**src/rtl/s100_io_reg_bridge_if.sv**
```systemverilog
// S100/Z80 I/O bus bundle between the CPU side (master) and the register
// bridge (slave). Carries the port address, write data, the two active-low
// strobes and the bridge's read data, output enable and wait line.
interface s100_io_reg_bridge_if;
  logic [7:0] cpu_addr;
  logic [7:0] cpu_data_in;
  logic       cpu_iowr_n;
  logic       cpu_iord_n;
  logic [7:0] cpu_data_out;
  logic       cpu_data_oe;
  logic       cpu_wait_n;

  modport master (
    output cpu_addr,
    output cpu_data_in,
    output cpu_iowr_n,
    output cpu_iord_n,
    input  cpu_data_out,
    input  cpu_data_oe,
    input  cpu_wait_n
  );

  modport slave (
    input  cpu_addr,
    input  cpu_data_in,
    input  cpu_iowr_n,
    input  cpu_iord_n,
    output cpu_data_out,
    output cpu_data_oe,
    output cpu_wait_n
  );
endinterface

```
**src/rtl/s100_io_reg_bridge.sv**
```systemverilog
// Bridges Z80/S100 I/O cycles onto an 8-bit x NUM_REGS register file.
// The asynchronous CPU strobes are synchronised, the port window decoded,
// wait states inserted, and exactly one register-file write pulse issued per
// OUT. Read data is captured from the register file's async read port.
//
// Optional feature: define REGBRIDGE_INDIRECT_EN to replace the direct port
// window with an index port (BASE_PORT) and a data port (BASE_PORT+1) whose
// index post-increments after every data access.
module s100_io_reg_bridge #(
  parameter logic [7:0] BASE_PORT   = 8'h30,
  parameter int         NUM_REGS    = 16,
  parameter int         INDEX_WIDTH = $clog2(NUM_REGS),
  parameter int         SYNC_STAGES = 2,
  parameter int         WAIT_CYCLES = 2
) (
  input  logic                   clk,
  input  logic                   reset,
  s100_io_reg_bridge_if.slave    cpu,
  output logic                   rf_write_en,
  output logic [INDEX_WIDTH-1:0] rf_write_addr,
  output logic [7:0]             rf_write_data,
  output logic [INDEX_WIDTH-1:0] rf_read_addr,
  input  logic [7:0]             rf_read_data
);

  localparam int CNT_WIDTH = (WAIT_CYCLES > 1) ? $clog2(WAIT_CYCLES) : 1;
  localparam logic [CNT_WIDTH-1:0] CNT_LAST = CNT_WIDTH'(WAIT_CYCLES - 1);

  typedef enum logic [2:0] {
    IDLE,
    WR_WAIT,
    WR_COMMIT,
    RD_WAIT,
    HOLD
  } state_t;

  state_t                 state_q, state_d;
  logic [CNT_WIDTH-1:0]   wait_cnt_q, wait_cnt_d;
  logic [SYNC_STAGES-1:0] wr_sync_q, wr_sync_d;
  logic [SYNC_STAGES-1:0] rd_sync_q, rd_sync_d;
  logic                   wr_prev_q, wr_prev_d;
  logic                   rd_prev_q, rd_prev_d;
  logic                   rd_access_q, rd_access_d;
  logic                   write_en_q, write_en_d;
  logic [INDEX_WIDTH-1:0] write_addr_q, write_addr_d;
  logic [7:0]             write_data_q, write_data_d;
  logic [INDEX_WIDTH-1:0] read_addr_q, read_addr_d;
  logic [7:0]             data_out_q, data_out_d;
  logic                   data_oe_q, data_oe_d;
  logic                   wait_n_q, wait_n_d;

  logic wr_synced, rd_synced;
  logic wr_fall, rd_fall;
  logic hit;

`ifdef REGBRIDGE_INDIRECT_EN
  logic [INDEX_WIDTH-1:0] index_q, index_d;
  logic                   index_access_q, index_access_d;
  logic                   is_index_port;
  logic [INDEX_WIDTH-1:0] index_next;
  logic [INDEX_WIDTH-1:0] index_from_data;
`else
  logic [INDEX_WIDTH-1:0] offset;
`endif

  // Shift the raw strobes into the synchroniser chains and detect falling edges
  always_comb begin
    wr_sync_d = {wr_sync_q[SYNC_STAGES-2:0], cpu.cpu_iowr_n};
    rd_sync_d = {rd_sync_q[SYNC_STAGES-2:0], cpu.cpu_iord_n};
    wr_synced = wr_sync_q[SYNC_STAGES-1];
    rd_synced = rd_sync_q[SYNC_STAGES-1];
    wr_prev_d = wr_synced;
    rd_prev_d = rd_synced;
    wr_fall   = wr_prev_q & ~wr_synced;
    rd_fall   = rd_prev_q & ~rd_synced;
  end

  // Decide whether the current port address belongs to this bridge
  always_comb begin
`ifdef REGBRIDGE_INDIRECT_EN
    is_index_port   = (cpu.cpu_addr == BASE_PORT);
    hit             = is_index_port || (cpu.cpu_addr == (BASE_PORT + 8'd1));
    index_next      = (index_q == INDEX_WIDTH'(NUM_REGS - 1)) ? '0 : index_q + 1'b1;
    index_from_data = INDEX_WIDTH'(32'(cpu.cpu_data_in) % NUM_REGS);
`else
    hit    = ({1'b0, cpu.cpu_addr} >= {1'b0, BASE_PORT}) &&
             ({1'b0, cpu.cpu_addr} <  ({1'b0, BASE_PORT} + 9'(NUM_REGS)));
    offset = INDEX_WIDTH'(cpu.cpu_addr - BASE_PORT);
`endif
  end

  // Access sequencer: next state plus the registered bus and register-file outputs
  always_comb begin
    state_d      = state_q;
    wait_cnt_d   = wait_cnt_q;
    rd_access_d  = rd_access_q;
    write_en_d   = 1'b0;
    write_addr_d = write_addr_q;
    write_data_d = write_data_q;
    read_addr_d  = read_addr_q;
    data_out_d   = data_out_q;
    data_oe_d    = data_oe_q;
    wait_n_d     = wait_n_q;
`ifdef REGBRIDGE_INDIRECT_EN
    index_d        = index_q;
    index_access_d = index_access_q;
`endif

    unique case (state_q)
      IDLE: begin
        if (hit && wr_fall && rd_synced) begin
          state_d     = WR_WAIT;
          wait_cnt_d  = '0;
          wait_n_d    = 1'b0;
          rd_access_d = 1'b0;
`ifdef REGBRIDGE_INDIRECT_EN
          index_access_d = is_index_port;
          if (is_index_port) begin
            index_d = index_from_data;
          end else begin
            write_addr_d = index_q;
            write_data_d = cpu.cpu_data_in;
            index_d      = index_next;
          end
`else
          write_addr_d = offset;
          write_data_d = cpu.cpu_data_in;
`endif
        end else if (hit && rd_fall && wr_synced) begin
          state_d     = RD_WAIT;
          wait_cnt_d  = '0;
          wait_n_d    = 1'b0;
          data_oe_d   = 1'b1;
          rd_access_d = 1'b1;
`ifdef REGBRIDGE_INDIRECT_EN
          index_access_d = is_index_port;
          if (!is_index_port) begin
            read_addr_d = index_q;
            index_d     = index_next;
          end
`else
          read_addr_d = offset;
`endif
        end
      end

      WR_WAIT: begin
        if (wait_cnt_q == CNT_LAST) begin
          state_d    = WR_COMMIT;
          wait_cnt_d = '0;
          wait_n_d   = 1'b1;
`ifdef REGBRIDGE_INDIRECT_EN
          write_en_d = ~index_access_q;
`else
          write_en_d = 1'b1;
`endif
        end else begin
          wait_cnt_d = wait_cnt_q + 1'b1;
        end
      end

      WR_COMMIT: begin
        state_d = HOLD;
      end

      RD_WAIT: begin
`ifdef REGBRIDGE_INDIRECT_EN
        data_out_d = index_access_q ? 8'(index_q) : rf_read_data;
`else
        data_out_d = rf_read_data;
`endif
        if (wait_cnt_q == CNT_LAST) begin
          state_d    = HOLD;
          wait_cnt_d = '0;
          wait_n_d   = 1'b1;
        end else begin
          wait_cnt_d = wait_cnt_q + 1'b1;
        end
      end

      HOLD: begin
        if (rd_access_q ? rd_synced : wr_synced) begin
          state_d   = IDLE;
          data_oe_d = 1'b0;
        end
      end

      default: begin
        state_d = IDLE;
      end
    endcase
  end

  // State and output registers; reset aborts any access in flight
  always_ff @(posedge clk) begin
    if (reset) begin
      state_q      <= IDLE;
      wait_cnt_q   <= '0;
      wr_sync_q    <= '1;
      rd_sync_q    <= '1;
      wr_prev_q    <= 1'b1;
      rd_prev_q    <= 1'b1;
      rd_access_q  <= 1'b0;
      write_en_q   <= 1'b0;
      write_addr_q <= '0;
      write_data_q <= '0;
      read_addr_q  <= '0;
      data_out_q   <= '0;
      data_oe_q    <= 1'b0;
      wait_n_q     <= 1'b1;
`ifdef REGBRIDGE_INDIRECT_EN
      index_q        <= '0;
      index_access_q <= 1'b0;
`endif
    end else begin
      state_q      <= state_d;
      wait_cnt_q   <= wait_cnt_d;
      wr_sync_q    <= wr_sync_d;
      rd_sync_q    <= rd_sync_d;
      wr_prev_q    <= wr_prev_d;
      rd_prev_q    <= rd_prev_d;
      rd_access_q  <= rd_access_d;
      write_en_q   <= write_en_d;
      write_addr_q <= write_addr_d;
      write_data_q <= write_data_d;
      read_addr_q  <= read_addr_d;
      data_out_q   <= data_out_d;
      data_oe_q    <= data_oe_d;
      wait_n_q     <= wait_n_d;
`ifdef REGBRIDGE_INDIRECT_EN
      index_q        <= index_d;
      index_access_q <= index_access_d;
`endif
    end
  end

  assign cpu.cpu_data_out = data_out_q;
  assign cpu.cpu_data_oe  = data_oe_q;
  assign cpu.cpu_wait_n   = wait_n_q;
  assign rf_write_en      = write_en_q;
  assign rf_write_addr    = write_addr_q;
  assign rf_write_data    = write_data_q;
  assign rf_read_addr     = read_addr_q;

endmodule
```
**src/flat_wrapper.sv**
```systemverilog
// flat-port wrapper written by rule: the top's interface ports become plain ports
module s100_io_reg_bridge_flat 
#(
  parameter logic [7:0] BASE_PORT   = 8'h30,
  parameter int         NUM_REGS    = 16,
  parameter int         INDEX_WIDTH = $clog2(NUM_REGS),
  parameter int         SYNC_STAGES = 2,
  parameter int         WAIT_CYCLES = 2
)
  (clk, reset, rf_write_en, rf_write_addr, rf_write_data, rf_read_addr, rf_read_data, cpu_cpu_addr, cpu_cpu_data_in, cpu_cpu_iowr_n, cpu_cpu_iord_n, cpu_cpu_data_out, cpu_cpu_data_oe, cpu_cpu_wait_n);
  s100_io_reg_bridge_if cpu_i ();
  input  logic clk;
  input  logic reset;
  output logic rf_write_en;
  output logic [INDEX_WIDTH-1:0] rf_write_addr;
  output logic [7:0] rf_write_data;
  output logic [INDEX_WIDTH-1:0] rf_read_addr;
  input  logic [7:0] rf_read_data;
  input wire logic [$bits(cpu_i.cpu_addr)-1:0] cpu_cpu_addr;
  input wire logic [$bits(cpu_i.cpu_data_in)-1:0] cpu_cpu_data_in;
  input wire logic [$bits(cpu_i.cpu_iowr_n)-1:0] cpu_cpu_iowr_n;
  input wire logic [$bits(cpu_i.cpu_iord_n)-1:0] cpu_cpu_iord_n;
  output wire logic [$bits(cpu_i.cpu_data_out)-1:0] cpu_cpu_data_out;
  output wire logic [$bits(cpu_i.cpu_data_oe)-1:0] cpu_cpu_data_oe;
  output wire logic [$bits(cpu_i.cpu_wait_n)-1:0] cpu_cpu_wait_n;
  assign cpu_i.cpu_addr = cpu_cpu_addr;
  assign cpu_i.cpu_data_in = cpu_cpu_data_in;
  assign cpu_i.cpu_iowr_n = cpu_cpu_iowr_n;
  assign cpu_i.cpu_iord_n = cpu_cpu_iord_n;
  assign cpu_cpu_data_out = cpu_i.cpu_data_out;
  assign cpu_cpu_data_oe = cpu_i.cpu_data_oe;
  assign cpu_cpu_wait_n = cpu_i.cpu_wait_n;
  s100_io_reg_bridge #(.BASE_PORT(BASE_PORT), .NUM_REGS(NUM_REGS), .INDEX_WIDTH(INDEX_WIDTH), .SYNC_STAGES(SYNC_STAGES), .WAIT_CYCLES(WAIT_CYCLES)) u_core (.clk(clk), .reset(reset), .cpu(cpu_i), .rf_write_en(rf_write_en), .rf_write_addr(rf_write_addr), .rf_write_data(rf_write_data), .rf_read_addr(rf_read_addr), .rf_read_data(rf_read_data));
endmodule
```
**config.mk**
```make
export PLATFORM = sky130hd
export DESIGN_NAME = s100_io_reg_bridge_flat
export DESIGN_NICKNAME = d
export VERILOG_FILES = /design/src/rtl/s100_io_reg_bridge_if.sv /design/src/rtl/s100_io_reg_bridge.sv /design/src/flat_wrapper.sv
export SDC_FILE = /design/constraint.sdc
export NUM_CORES = 1
export LEC_CHECK = 0
export CORE_MARGIN = 2
export CORE_UTILIZATION = 45
export CTS_CLUSTER_SIZE = 25
export DETAILED_ROUTE_END_ITERATION = 8
export PLACE_DENSITY_LB_ADDON = 0.15
export SLEW_MARGIN = 30
export SYNTH_ARGS = -nofsm -noshare
export SYNTH_HDL_FRONTEND = slang
export SYNTH_SLANG_ARGS = --single-unit
```
**constraint.sdc**
```tcl
create_clock -name clk -period 2.15 [get_ports clk]
set_clock_uncertainty 0.15 [all_clocks]
set_input_delay 0.43 -clock clk [delete_from_list [all_inputs] [get_ports clk]]
set_output_delay 0.43 -clock clk [all_outputs]
set_load 0.05 [all_outputs]
```
# [Word level (Yosys, flattened, before mapping)]
# Cells that the tools add are included.
# W data, S select, Z words.
[op_classes] reduce_logical=18 order_cmp=2 n_eq_ne=11 addsub=2 mux=19 bitwise_logic=6
[op_table] cell="$mux W3" n=5
[op_table] cell="$pmux W3 S5" n=1
[op_table] cell="$mux W1" n=10
[op_table] cell="$ne A2 B1 Y1 const B" n=5
[op_table] cell="$ge A8 B6 Y1 const B" n=1
[op_table] cell="$lt A8 B7 Y1 const B" n=1
[op_table] cell="$reduce_and A4 Y1" n=2
[op_table] cell="$eq A3 B2 Y1 const B" n=2
[op_table] cell="$pmux W1 S2" n=3
[op_table] cell="$reduce_and A2 Y1" n=3
[op_table] cell="$reduce_and A3 Y1" n=2
[op_table] cell="$reduce_bool A2 Y1" n=3
[op_table] cell="$logic_and A1 B1 Y1" n=5
[op_table] cell="$not A1 Y1" n=4
[op_table] cell="$reduce_or A2 Y1" n=2
[op_table] cell="$sub A4 B1 Y4 const B" n=1
[op_table] cell="$eq A3 B1 Y1 const B" n=1
[op_table] cell="$eq A3 B3 Y1 const B" n=1
[op_table] cell="$logic_not A3 Y1" n=1
[op_table] cell="$ne A3 B1 Y1 const B" n=1
[op_table] cell="$and A1 B1 Y1" n=2
[op_table] cell="$ne A2 B2 Y1 const B" n=1
[op_table] cell="$add A1 B1 Y1 const B" n=1
[totals] reg_bits=38 wordCells=72 out_inout_bits=27

# [Logic depth before layout (Yosys ltp)]
[logic_depth] depth_word=7 ltp_mapped=6 ltp_nobuf=3

# [Worst setup path after synthesis]
# No wires, ideal clock.
[synth_timing] path_type="input -> register" from="input cpu_cpu_addr[7]" to="register u_core.wait_n_q (netlist: u_core.cpu.cpu_wait_n)" arrival_ps=1351 setup_slack_ps=527 n_path_buf=1 path_stages=4 required_ps=1878 cell_sequence="nor4bb_1 -> buf_2 -> o211ai_1 -> a221o_1"
[synth_between] elab_chain_cells=6
[synth_rtl] item="start, declared" line="flat_wrapper.sv:19" rtl="input wire logic [$bits(cpu_i.cpu_addr)-1:0] cpu_cpu_addr;"
[synth_rtl] item="$ge A8 B6 Y1 or $lt A8 B7 Y1 (tied branches)" line="s100_io_reg_bridge.sv:86, s100_io_reg_bridge.sv:87"
[synth_rtl] item="$logic_and A1 B1 Y1 (*)" line="s100_io_reg_bridge.sv:86" rtl="hit = ({1'b0, cpu.cpu_addr} >= {1'b0, BASE_PORT}) &&"
[synth_rtl] item="$logic_and A1 B1 Y1 (on tied branches) (2 in series)" line="s100_io_reg_bridge.sv:129, s100_io_reg_bridge.sv:111"
[synth_rtl] item="$ne A3 B1 Y1 (no line) or $mux W1 (tied branches)"
[synth_rtl] item="$reduce_and A3 Y1 (no line) or $pmux W1 S2 (tied branches)"
[synth_rtl] item="end signal, assigned" line="s100_io_reg_bridge.sv:229" rtl="wait_n_q <= wait_n_d;"
[synth_rtl] item="end, declared" line="s100_io_reg_bridge.sv:50" rtl="logic wait_n_q, wait_n_d;"
# Mark *: on every way between the ends. The rest lies on a longest branch, timed or not.
# A chain may end at the register's enable or synchronous reset.

# [Worst setup path in the final report]
[layout_timing] from="register u_core.read_addr_q[2] (netlist: u_core.rf_read_addr[2])" to="output rf_read_addr[2]"
[layout_lines] item="start, declared" line="s100_io_reg_bridge.sv:47" rtl="logic [INDEX_WIDTH-1:0] read_addr_q, read_addr_d;"
[layout_lines] item="start signal, assigned" line="s100_io_reg_bridge.sv:226" rtl="read_addr_q <= read_addr_d;"
[layout_lines] item="end, declared" line="flat_wrapper.sv:17" rtl="output logic [INDEX_WIDTH-1:0] rf_read_addr;"
# No word-level cell between the ends.

==> reports/results.tsv <==
stage	metric	value	unit
critical_path	worstPathMaxFanout	2	
sta	period_needed	2110	ps
clock_tree	clk_pin_slew	120	ps
sta	max_freq	0.475	GHz
pwr	clkPwrFrac	0.313	
logic_synthesis	syn_area	1650	um2
placement	dp_cells	265	
worst_hold_path	hp-class	reg2reg	
floorplanning	start_util	0.482	
logic_synthesis	synth_ff_type	dfxtp_1	
final_layout	fill_cells	281	
floorplanning	dieArea	4160	um2
run_status	status	finished, final reports clean	
global_routing	grt_pass1_wl	6.46	mm
logic_synthesis	synth_common_cells	dfxtp_1 (38), a21oi_1 (26), nand4_1 (16)	
critical_path	crit_type	reg2out	
sta	rsz0062_at_grt	no	
critical_path	crit_path_end_kind	output pin	
sta	maxSlewViolCount	0	
critical_path	startpoint_type	flop	
detailed_routing	drc	0	
pwr	p_leak	0.956	nW
logic_synthesis	yosysMostFrequentCell	dfxtp_1	
clock_tree	numCtsBuffers	5	
pwr	p_int	0.947	mW
clock_tree	htreeDepth	2	
placement	place_congestion	0.764	
placement	dp_hpwl	2.93	mm
global_routing	grtUsageMet3	0.0694	
logic_synthesis	syn_avg_cell_area	9.46	um2
critical_path	arrival	1530	ps
sta	setup-tns-final	0	ps
pwr	powerDensity	536	nW/um2
logic_synthesis	synthCells	174	
pwr	p_comb_frac	0.106	
floorplanning	die_h	64.5	um
critical_path	crit_family	buffers and inverters	
global_routing	use_met2	0.363	
logic_synthesis	seq_area_frac_synth	0.462	
pwr	p_switching	0.303	mW
global_routing	grt_usage	0.198	
critical_path	worstPathRequired	1570	ps
placement	pre_cts_slack	24.3	ps
sta	period_share	0.979	
clock_tree	hold_buffers	0	
clock_tree	cts_setup_buffers	0	
logic_synthesis	synth_area_leaders	dfxtp_1 (46%), a21oi_1 (7.9%), o31ai_2 (6.8%)	
global_routing	use_met1	0.207	
global_routing	grt_overflow_total	0	
detailed_routing	drt_iter0_markers	113	
sta	worst_pin_slew	766	ps
job	maxCapViolCount	0	
detailed_routing	drt-total-wl	4.09	mm
floorplanning	io_pins	55	
logic_synthesis	synth_cell_type_count	36	
pwr	p_seq_frac	0.581	
sta	hold_violations	0	
detailed_routing	via_per_inst	5.73	
critical_path	crit_buf_inv	1	
logic_synthesis	synth_edf_count	0	
sta	setup_violations	0	
final_layout	drive_gt1_frac	0.163	
critical_path	slowest_delay	810	ps
detailed_routing	postRouteAntennaNets	0	
floorplanning	core	3420	um2
logic_synthesis	yosysTopAreaCell	dfxtp_1	
pwr	irDropWorstVdd	0.000450	V
detailed_routing	drt-pass1-iter-count	4	
final_layout	layout.cells.non_filler	273	
logic_synthesis	synth_nets	202	
clock_tree	cts_root_buffer	clkbuf_4	
global_routing	antenna_found_initial	0	
global_routing	grt_pass1_vias	1518	
clock_tree	clock_sinks	38	
clock_tree	clock_latency	350	ps
global_routing	grt_max_degree	20	
critical_path	crit_chain	clkdlybuf4s50_1	
logic_synthesis	ys_seq_elements	38	
logic_synthesis	synth_top_area_share	0.462	
detailed_routing	wl_per_cell	15.0	um
floorplanning	dieWidth	64.5	um
final_layout	nNetsFinal	254	
clock_tree	clk_path_buf_depth	2	
global_routing	busiest_layer	met2	
sta	setup_slack	44.5	ps
logic_synthesis	synth-async-reset-ratio	0	
clock_tree	tritoncts	built	
floorplanning	num_rows	21	
logic_synthesis	yosysWarnings	0	
placement	port_buffers	54	
final_layout	diodes	0	
detailed_routing	routed-via-count	1563	
pwr	switching_share	0.242	
clock_tree	post_cts_resized	0	
critical_path	cp_slowest_cell	clkdlybuf4s50_1	
sta	slew_headroom	0.489	
final_layout	area_growth	41.8	%
==> power by group through the flow <==
stage          registers [mW]  clock network [mW]  logic [mW]
2_1_floorplan           0.739                   0      0.0636
3_3_place_gp            0.742                   0       0.129
3_5_place_dp            0.743                   0       0.131
4_1_cts                 0.727               0.401       0.132
5_1_grt                 0.729               0.442       0.141
6_report                0.727               0.391       0.132
==> cells by family after synthesis <==
family | share of synthesized area
flops | 0.462
simple gates | 0.223
xor+xnor | 0.00532
buf+inv | 0.0699
compound gates | 0.233
mux | 0.00684
==> cell type report <==
cell class / instances / area [um2] / share of cell area
well taps: 46 / 57.6 / 0.0247
repair buffers: 65 / 663 / 0.284
inverters: 1 / 3.75 / 0.00161
flip-flops and latches: 38 / 761 / 0.326
clock inverters: 2 / 12.5 / 0.00536
multi-input cells: 115 / 786 / 0.337
clock buffers: 6 / 51.3 / 0.0220
==> stage by stage <==
stage	total power, mW	utilization	area [um2]	hold WS [ps]
2_1_floorplan	0.802	-	1650	239
3_3_place_gp	0.871	0.657	2240	244
3_5_place_dp	0.874	0.657	2240	251
4_1_cts	1.26	0.675	2310	278
5_1_grt	1.31	0.684	2330	290
6_report	1.25	0.684	2330	272
==> routing by layer <==
layer,wire [um],vias up
li1,-,752
met1,1680,735
met2,2080,66
met3,251,10
met4,80,0
met5,0,-
==> registers in the layout, summed over array words and instances (netlist names), 2 cells and up <==
register,count
u_core.rf_read_addr,4
u_core.wr_sync_q,2
u_core.rf_write_addr,4
u_core.cpu.cpu_data_out,8
u_core.state_q,3
u_core.rd_sync_q,2
u_core.rf_write_data,8
==> cell usage in the layout (no fill, tap or decap), types with 2 or more instances in the layout <==
cell,instances
nand3b_1,3
nor2_1,2
nor3_1,4
or3b_1,2
a31oi_1,2
o31ai_2,9
nand2_1,9
nand3_1,8
clkdlybuf4s50_1,43
o31ai_1,7
nor2b_1,2
buf_4,10
nand4_1,16
a211oi_1,2
clkbuf_4,5
dfxtp_1,38
dlymetal6s2s_1,11
or2_2,6
a21oi_1,26
and3b_1,2
==> final timing paths <==
check | end | slack, ps | startpoint | cells past startpoint
max | rf_read_addr[2] | 40 | u_core.rf_read_addr[2] | 1
min reg2reg | u_core.rd_sync_q[1] | 270 | u_core.rd_sync_q[0] | 1
max reg2reg | u_core.rf_read_addr[2] | 240 | u_core.state_q[0] | 3
min | u_core.rd_sync_q[1] | 270 | u_core.rd_sync_q[0] | 1
Note: power is estimated with default switching activity, not from simulation.
==> variant 1: new RTL, config.mk and constraints unchanged <==
`WAIT_CYCLES` is set to 2 in 2 places; all go to 4.
--- a/src/rtl/s100_io_reg_bridge.sv
+++ b/src/rtl/s100_io_reg_bridge.sv
@@ -13,3 +13,3 @@
   parameter int         SYNC_STAGES = 2,
-  parameter int         WAIT_CYCLES = 2
+  parameter int         WAIT_CYCLES = 4
 ) (
--- a/src/flat_wrapper.sv
+++ b/src/flat_wrapper.sv
@@ -7,3 +7,3 @@
   parameter int         SYNC_STAGES = 2,
-  parameter int         WAIT_CYCLES = 2
+  parameter int         WAIT_CYCLES = 4
 )
Check against the original RTL: not equivalent (Yosys sat finds a counterexample within 10 cycles, from zero or initial values and one cycle with reset high).
==> variant 1 against the original RTL <==
Power fell by 7.4%; worst setup slack improved by 0.034 ns; area after synthesis fell by 5.7%; sequential cell count rose by 1; wire length fell by 21%; final area fell by 4.7%; final cell count fell by 3.3%; utilization fell by 1.6 points; global-route usage fell by 2.2 points; first-iteration DRC count fell by 52%; critical endpoint is now rf_write_addr[1].
==> variant 1: results (changes against the original RTL) <==
Yosys
  – Synth cell count leaders: dfxtp_1 (39), nand2_1 (37), mux2i_1 (18), a21oi_1 (10), nand3_1 (10)
  – Sequential share of the synthesized area: 50.3% (+4.1 points)
  – Syn. warnings: 0 (unchanged)
  – Post-synthesis compound-gate area fraction: 8.38% (-15 points)
  – Post-synthesis mux area share: 11.6% (+11 points)
  – Asr flop ratio synth: 0% (unchanged)
  – Library cells used by synthesis: 31 (-14%)
  – Area share of the largest cell type after synthesis: 50.3% (+4.1 points)
  – Synth area leaders: dfxtp_1 (50%), mux2i_1 (12%), nand2_1 (8.9%), a21oi_1 (3.2%), nand3_1 (3.2%)
  – Synthesized Nets: 191 (-5.4%)
  – Post-synthesis adder-cell area fraction: 0.806% (+0.81 points)
  – Post-synthesis xor/xnor area fraction: 0.564% (+0.032 points)

Global routing
  – First-pass GRT wire length: 5.47 mm (-15%)
  – Initial antenna violation count: 0 (unchanged)
  – Global Route Usage Sum: 17.6% (-2.2 points)
  – Largest net degree at the start of global routing: 34 (+70%)

Detailed routing
  – DRT iter0 DRCs: 54 (-52%)
  – DR vias: 1,290 (-17%)
  – TritonRoute pass-1 iters: 4 (unchanged)
  – Final wirelength: 3.22 mm (-21%)

Clock tree
  – Cts repair resizes: 0 (unchanged)
  – H-tree depth: 2 (unchanged)
  – Clock transition at path regs: 0.10 ns (-0.02 ns)
  – Worst-Skew Late Latency: 0.33 ns (-0.02 ns)
  – Postcts setup bufs: 0 (unchanged)
  – CTS Buffer Depth: 2 (unchanged)
  – Root Buffer: clkbuf_4
  – CTS Buf Count: 5 (unchanged)

Pwr
  – P_leak: 0.832 nW (-13%)
  – VDD IR max: 0.437 mV (-3.0%)

Critical path
  – Max incr delay on CP: 0.81 ns (about the same)
  – Reg2reg start: u_core.state_q[2]
  – R2R Setup Slk: 0.31 ns (+0.07 ns)
  – FF-to-FF End: u_core.rf_write_addr[3]
  – Peak fanout along the critical path: 2 (unchanged)
  – FF-to-FF path depth: 3 (unchanged)
  – Slowest cell on crit path: clkdlybuf4s50_1
  – Arr. time, crit path: 1.49 ns (-0.04 ns)
  – Delay-heaviest family, CP: buffers and inverters

Timing
  – Worst-Margin Slew: 0.507 ns (-0.259 ns)
  – WHS: 0.269 ns (-0.00336 ns)
  – Worst setup margin: 0.0785 ns (+0.0340 ns)

Worst hold path
  – Endpoint, Worst Hold: u_core.wr_sync_q[1]
  – Hold path depth: 1 (unchanged)
  – HP Class: reg -> reg
  – Worst hold start: u_core.wr_sync_q[0]

Place
  – Routability cong.: 0.809 (+5.9%)
  – Pre-CTS setup slack: -0.156 ns (-0.180 ns)
  – DP Wirelength: 2.49 mm (-15%)
  – PortBufs: 54 (unchanged)

Finish
  – Diode count: 0 (unchanged)
  – Share of layout cells above drive strength 1: 10.1% (-6.2 points)
  – Layout Nets: 248 (-2.4%)

Floorplanning
  – Initial Utilization: 46.5% (-1.7 points)

Run status
  – Run status: complete, no violations
-- variant 1: cell types whose count changed in the layout (fill, tap and decap cells not counted), sizes merged, moves of 4 or more --
cell	unedited run	this run
a21oi	26	10
nand4	16	0
clkdlybuf4s50	43	54
o31ai	16	1
buf	11	7
nand2	9	37
dlymetal6s2s	11	0
mux2i	0	18
-- variant 1: cells by family (layout without fill, tap and decap cells) --
kind of cell	Yosys count	after routing
AND/OR/NAND/NOR	71	71
XOR/XNOR	1	1
buffers and inverters	13	69
multiplexers	18	18
flip-flops	39	39
AO/OA/AOI/OAI	19	19
adder cells (fa/ha/maj)	1	1
-- variant 1: through the flow --
stage	std cells	cell area, um2	setup TNS (ns)
5_1_grt	264	2230	0
2_1_floorplan	162	1550	0
4_1_cts	264	2230	0
3_5_place_dp	258	2180	-2.12
6_report	264	2230	0
3_3_place_gp	258	2180	-1.40
-- variant 1: where the power goes --
part           switching [mW]  total [mW]  leakage [nW]  internal, mW
Clock                   0.201       0.317        0.0242         0.116
Combinational          0.0435       0.109         0.492        0.0651
Sequential            0.00330       0.732         0.315         0.729
Total                   0.248        1.16         0.832         0.910
-- variant 1: worst max path at each step --
stage                               start                 endpoint  depth (start not counted)
6_report          u_core.rf_write_addr[1]         rf_write_addr[1]                          1
3_5_place_dp              cpu_cpu_addr[6]  u_core.rf_write_addr[3]                          4
2_1_floorplan             cpu_cpu_addr[6]       u_core.rd_access_q                          5
5_1_grt           u_core.rf_write_data[0]         rf_write_data[0]                          1
4_1_cts        u_core.cpu.cpu_data_out[2]      cpu_cpu_data_out[2]                          1
3_3_place_gp              cpu_cpu_addr[6]       u_core.rd_access_q                          4
-- variant 1: area by class of cell --
cell class	instances	area, um2
Timing Repair Buffer	61	631
Inverter	2	7.51
Sequential cell	39	781
Tap cell	46	57.6
Multi-Input combinational cell	110	708
Fill cell	314	1110
Clock buffer	6	41.3
-- variant 1: layer usage --
layer | routed length (um) | share of wire (%) | global-route usage (%) | vias up
li1 | - | - | - | 658
met1 | 1270 | 40 | 16.8 | 594
met2 | 1740 | 54 | 33.7 | 34
met3 | 175 | 5.4 | 7.57 | 4
met4 | 34 | 1.1 | 5.28 | 0
met5 | 0 | 0 | 0 | -
-- variant 1: worst register-to-register path, delay by kind of cell, from the launching register on --
family / cells / cell delay, ns
mux: 1 / 0.14
flops: 1 / 0.36
simple gates: 2 / 1.09
==> variant 2: new RTL, same flow settings <==
Made on the original files. `write_addr_q`, `write_data_q`, `read_addr_q` and `data_out_q` no longer have a reset.
--- a/src/rtl/s100_io_reg_bridge.sv
+++ b/src/rtl/s100_io_reg_bridge.sv
@@ -204,6 +204,2 @@
       write_en_q   <= 1'b0;
-      write_addr_q <= '0;
-      write_data_q <= '0;
-      read_addr_q  <= '0;
-      data_out_q   <= '0;
       data_oe_q    <= 1'b0;
@@ -223,6 +219,2 @@
       write_en_q   <= write_en_d;
-      write_addr_q <= write_addr_d;
-      write_data_q <= write_data_d;
-      read_addr_q  <= read_addr_d;
-      data_out_q   <= data_out_d;
       data_oe_q    <= data_oe_d;
@@ -234,2 +226,9 @@
     end
+  end
+
+  always_ff @(posedge clk) begin
+    write_addr_q <= write_addr_d;
+    write_data_q <= write_data_d;
+    read_addr_q  <= read_addr_d;
+    data_out_q   <= data_out_d;
   end
Check against the original RTL: differs if reset is asserted again (counterexample within 4 cycles, from zero or initial values and one cycle with reset high); with reset held inactive, the same outputs for 10 cycles.
==> variant 2 against the original RTL <==
Wire length down 41%; count of clock-buffer cells in the layout up 1; final area down 16%; utilization up 1.8 points; sequential cell count unchanged; sequential share of layout area up 19 points; worst setup slack better by 0.043 ns; hold slack better by 0.0049 ns; die area down 18%; power down 1.8%; area after synthesis down 19%; combinational power down 43%; largest power group unchanged.
==> variant 2: results (changes against the original RTL) <==
Run status
  – Run status: complete, no violations

Finish
  – Reg area: 1000 um2 (+32%)
  – Non-clock buffer share: 28.7% (+0.33 points)
  – Clock network area share: 3.08% (+0.35 points)
  – Design Area, Final: 1950 um2 (-16%)
  – Non-clk bufs: 55 (-15%)
  – Invs w/o clock: 2 (+1)
  – Clock buf count: 7 (+1)
  – Comb_multi_in: 40 (-65%)
  – Fraction of area in multi-input gates: 14.5% (-19 points)

Yosys
  – Synth cell count leaders: edfxtp_1 (24), dfxtp_1 (14), or2_2 (6)
  – Synth area leaders: edfxtp_1 (54%), dfxtp_1 (21%), or2_2 (2.8%), buf_6 (1.7%), o211ai_1 (1.7%)
  – Post-synthesis xor/xnor area fraction: 0.660% (+0.13 points)
  – Post-synthesis mux area share: 0.849% (+0.17 points)
  – Sequential share of the synthesized area: 75.5% (+29 points)

Detailed routing
  – Final wirelength: 2.43 mm (-41%)
  – DRT iter0 DRCs: 21 (-81%)
  – Vias/cell: 5.10 (-11%)

Place
  – Routability cong.: 0.781 (+2.2%)
  – Pre-CTS setup slack: 0.112 ns (+0.0872 ns)
  – # placed instances: 166 (-37%)

Pwr
  – VDD IR max: 0.618 mV (+37%)
  – Net Sw Power: 0.237 mW (-22%)
  – Clk pwr: 0.370 mW (-5.4%)
  – Combinational power: 0.0751 mW (-43%)
  – P_leak: 0.681 nW (-29%)

Floorplanning
  – TAP cells: 31 (-33%)

Timing
  – WHS: 0.277 ns (+0.00493 ns)

Clock tree
  – Worst-Skew Late Latency: 0.33 ns (-0.02 ns)

Critical path
  – R2R Setup Slk: 0.50 ns (+0.26 ns)

Global routing
  – First-pass GRT wire length: 3.90 mm (-40%)
  – Vias in the first global route: 866 (-43%)
[variant 2: changes by cell type after synthesis, moves of 8 or more]
cell	before	now
a21oi_1	26	1
nand3_1	8	0
edfxtp_1	0	24
o31ai_2	9	0
nand4_1	16	0
dfxtp_1	38	14
[variant 2: worst paths after layout]
check | cells past startpoint | to | startpoint
max | 1 | cpu_cpu_data_out[1] | u_core.cpu.cpu_data_out[1]
min | 1 | u_core.rd_sync_q[1] | u_core.rd_sync_q[0]
max reg2reg | 3 | u_core.rf_write_data[6] | u_core.state_q[2]
min reg2reg | 1 | u_core.rd_sync_q[1] | u_core.rd_sync_q[0]
[variant 2: routing by layer]
layer / global-route usage [%] / wire length, um
met3: 5.05 / 195
met4: 9.97 / 13
met2: 25.7 / 1260
met5: 0 / 0
met1: 18.3 / 960
